File: src/rtl/bit_serial_mul.sv
// ============================================================================
//  Module   : bit_serial_mul
//  Purpose  : Bit-serial unsigned multiplier. Parallel multiplicand a times a
//             multiplier x presented LSB first on x_bit; the product leaves
//             LSB first on the registered output y.
//  Revision : 1.0  initial release
// ============================================================================
`default_nettype none

module bit_serial_mul #(
  parameter int W = 16
) (
  input  logic         clk,
  input  logic         rst_n,
  input  logic [W-1:0] a,
  input  logic         x_bit,
  output logic         y
);

  logic [W:0] acc_q;
  logic [W:0] acc_d;
  logic       y_q;
  logic       y_d;
  logic [W:0] w_addend;
  logic [W:0] w_sum;

  // The carried-down partial sum stays below 2^W, so adding one more
  // W-bit partial product always fits in W+1 bits.
  always_comb begin
    w_addend = x_bit ? {1'b0, a} : '0;
    w_sum    = acc_q + w_addend;
    y_d      = w_sum[0];
    acc_d    = w_sum >> 1;
  end

  // rst_n is active-high despite its name.
  always_ff @(posedge clk or posedge rst_n) begin
    if (rst_n) begin
      acc_q <= '0;
      y_q   <= 1'b0;
    end else begin
      acc_q <= acc_d;
      y_q   <= y_d;
    end
  end

  assign y = y_q;

endmodule

`default_nettype wire

File: config.mk
export PLATFORM = sky130hd
export DESIGN_NAME = bit_serial_mul
export DESIGN_NICKNAME = d
export VERILOG_FILES = /design/src/rtl/bit_serial_mul.sv
export SDC_FILE = /design/constraint.sdc
export NUM_CORES = 1
export LEC_CHECK = 0
export ABC_AREA = 1
export CORE_MARGIN = 1
export CORE_UTILIZATION = 40
export DETAILED_ROUTE_END_ITERATION = 6
export GPL_TIMING_DRIVEN = 0
export PLACE_DENSITY_LB_ADDON = 0.2
export RECOVER_POWER = 50
export SYNTH_ARGS = -nofsm -noshare
export SYNTH_HDL_FRONTEND = slang
export SYNTH_SLANG_ARGS = --single-unit
File: constraint.sdc
create_clock -name clk -period 2.3 [get_ports clk]
set_input_delay 0.345 -clock clk [delete_from_list [all_inputs] [get_ports clk]]
set_output_delay 0.345 -clock clk [all_outputs]
set_load 0.01 [all_outputs]
; Word-level counts from Yosys, hierarchy flattened
; Index checks and enable logic that the tools add are counted.
[totals]
regBits = 17
latchBits = 0
ramBits = 0
romBits = 0
word_cells = 4
memories = 0
[classes]
n_addsub = 1
mul = 0
div_mod_pow = 0
order_cmp = 0
eq_ne = 0
n_shift = 0
mux = 1
n_bitwise = 0
n_reduce_logical = 0
[ops]
columns = cell, n
row1 = $add 16x16->17, 1
row2 = $mux 16, 1

; Depth between registers and ports, before layout
[depth]
ltp_word = 2
depth_mapped = 14
depth_no_buf = 12

; Worst setup path before layout
; OpenSTA, ideal clock, no wires.
[synth_path]
path_type = in2reg
startpoint = in x_bit
endpoint = reg acc_q[7]
arrival_time_ns = 1.822
slack_ns = 0.353
stages = 12
path_buffers = 2
cell_sequence = clkbuf_1 buf_2 nand2_1 inv_1 ha_1 fa_1 nand2_1 nand2_1 and2_4 nand2_1 nand2_1 xor2_1
[synth_via]
elab_chain_cells = 2
[synth_rtl]
columns = element, line
row1 = start: declaration, 16  ; input logic x_bit,
row2 = $mux 16, 30  ; w_addend = x_bit ? {1'b0, a} : '0;
row3 = $add 16x16->17, 31  ; w_sum = acc_q + w_addend;
row4 = via w_sum[8], 25  ; logic [W:0] w_sum;
row5 = end signal: assignment, 39  ; acc_q <= '0;
row6 = end signal: assignment, 42  ; acc_q <= acc_d;
row7 = end: declaration, 20  ; logic [W:0] acc_q;
; The timed path passes the listed nets, and every way through them passes these cells.

; Final worst setup path
[layout_path]
startpoint = in x_bit
endpoint = reg acc_q[13]
; The elaborated chain is that of the path after synthesis.

==> results.ini <==
[clocking]
cts_root_buffer = clkbuf_8
clkLatencyLatePin_ps = 260
cts_tree = yes
clockBufferDepth = 2
cts.sink_count = 17
post_cts_buffers = 0
path_clk_slew_ps = 70
cts_max_level = 1
cts_made_buffers = 3
cts_hold_buf = 0
ctsResizeCount = 0

[synthesis]
ys_ff_latch = 17
synth_top_area_share = 0.2769
ys_top_cells_by_count = nand2_1, inv_1, dfrtp_1, ha_1, nor2_1
yosys_warnings = 0
syn_area_sq_um = 1536
synth-edff-count = 0
synth_fp_nets = 273
synthCells = 237
synthFlopType = dfrtp_1
ys_async_sr_fraction = 1.000
synth_largest_area_cell = dfrtp_1
synth_cell_types = 23
synth.most_common_cell = nand2_1
synth.avg_cell_area_sq_um = 6.483
seq_area_frac_synth = 0.2769
synth_area_leaders = dfrtp_1, nand2_1, ha_1

[floorplan]
die-area_sq_um = 4093
core-area_sq_um = 3661
ios = 20
fp-row-count = 22
die_x_um = 63.98
start_util = 0.4197
die_height_um = 63.98

[detailed_routing]
drtPass1Iterations = 4
wl_per_cell_um = 9.997
via_count = 1321
remaining_drc_errors = 0
drt_iter0_markers = 32
ant_nets = 0
routed_via_density = 4.303
wirelength_mm = 3.069

[global_routing]
grt.overflow.total = 0
grt_max_degree = 18
grtUsageTotal = 0.1750
antenna_found_initial = 0
grt_pass1_vias = 1249
grt_pass1_wl_mm = 5.457

[worst_hold_path]
hold_path_class = flip-flop to flip-flop
hold_depth = 1

[finish]
fin_nets = 296
final_area_sq_um = 1823
n_antenna_cell = 0
layout-drive-gt1-share = 0.08880
syn_to_final_growth_pct = 18.65
fill_cells = 384
regArea_sq_um = 425.4
multiInputGateArea_sq_um = 895.9

[timing]
worstMarginPinSlew_ps = 716.5
skew_ps = 5.360
hold_viol = 0
fmax_mhz = 510.9
slew_violations = 0
max-slew-margin-rel = 0.5218
post-route-period-util = 0.8510
setup_viol = 0
finalSetupTns_ps = 0
rsz0062_at_grt = false
period_needed_ps = 1957

[power_and_ir_drop]
p_per_area_nw_per_um2 = 1014
p_leak_nw = 1.134
ir_drop_uv = 495.7

[worst_setup_path]
rr_worst_depth = 10
timing_worst_setup_path_type = primary input to flip-flop
cp_max_fo = 10
arrival_ps = 2110
start_kind = primary input
cp.required_ps = 2450
cp-end-kind = flip-flop

[placed_design]
io_buffers = 18
post-dp-hpwl_mm = 2.342
place.gp.congestion = 0.8025
place_area_sq_um = 1777

[status]
status = finished, final reports clean

[job]
maxCapViolations = 0

==> cell type report <==
type / instances / area share
clock buffer: 3 / 0.02265
buffer: 2 / 0.004804
inverter: 55 / 0.1132
clock inverter: 1 / 0.002745
timing repair buffer: 18 / 0.09883
tap: 48 / 0.03294
multi-input combinational: 163 / 0.4914
sequential: 17 / 0.2334
==> state kept, by name (all words and copies together) (netlist names) <==
| signal | count |
|---|---|
| acc_q | 16 |
| y | 1 |
==> layout by cell type, fill, tap and decap left out, drive strengths merged <==
cell / netlist / routed
buf: 1 / 1
xor2: 6 / 6
nand2: 102 / 102
dfrtp: 17 / 17
nand3b: 2 / 2
clkbuf: 1 / 4
nor3: 3 / 3
clkinv: 0 / 1
nor2: 12 / 12
nand4: 1 / 1
or2: 2 / 2
clkdlybuf4s50: 0 / 17
a21oi: 6 / 6
a211oi: 1 / 1
dlygate4sd3: 0 / 1
inv: 55 / 55
xnor2: 1 / 1
fa: 1 / 1
nand3: 9 / 9
and2: 1 / 1
ha: 16 / 16
==> metal layers <==
metal	vias up	track usage	wire length, um
li1	745	-	-
met1	547	0.2445	1602
met2	24	0.2633	1303
met3	5	0.01786	95
met4	0	0.09375	68
met5	-	0	0
==> final timing paths <==
kind	startpoint	endpoint	slack (ps)
max	x_bit	acc_q[13]$_DFF_PP0_	340
min	acc_q[0]$_DFF_PP0_	y$_DFF_PP0_	490
max reg2reg	acc_q[0]$_DFF_PP0_	acc_q[13]$_DFF_PP0_	580
min reg2reg	acc_q[0]$_DFF_PP0_	y$_DFF_PP0_	490
max in group asynchronous	rst_n	acc_q[8]$_DFF_PP0_	1210
min in group asynchronous	rst_n	y$_DFF_PP0_	630
==> worst max-delay path, stage by stage <==
cell      delay (ps)
clkbuf_1         180
buf_2            250
nand2_1           80
inv_1             40
ha_1             200
fa_1             400
nand2_1           90
nand2_1           70
nand3b_1         100
nand2_2           80
nand2_1          100
nand2_1           60
nand2_1           60
nand2_1           50
==> per-stage QoR <==
step | setup WS [ps] | instances | total power [W] | hold WS (ps) | utilization
4_1_cts | 337.4 | 307 | 0.001868 | 501.6 | 0.4979
2_1_floorplan | 353.0 | 237 | 0.001370 | 271.1 | -
3_5_place_dp | 65.65 | 303 | 0.001617 | 483.8 | 0.4853
5_1_grt | 186.2 | 307 | 0.002075 | 502.1 | 0.4979
3_3_place_gp | 77.12 | 303 | 0.001599 | 477.9 | 0.4853
6_report | 342.7 | 307 | 0.001848 | 492.2 | 0.4979
==> cell families after synthesis <==
logic type                 count (synthesis)  synth area share
and+or+nand+nor                          132            0.3730
buffers and inverters                     57            0.1401
adders and majority gates                 17            0.1433
DFF                                       17            0.2769
AOI/OAI and AO/OA                          7           0.02687
xor gates and xnor gates                   7           0.03990
==> power breakdown <==
group / switching [W] / internal (W) / total (W)
combinational: 0.000680 / 0.000427 / 0.00111
clock: 0.000117 / 0.000121 / 0.000238
sequential: 0.0000494 / 0.000454 / 0.000503
total: 0.000847 / 0.00100 / 0.00185
Power figures use the tool's default switching activity.
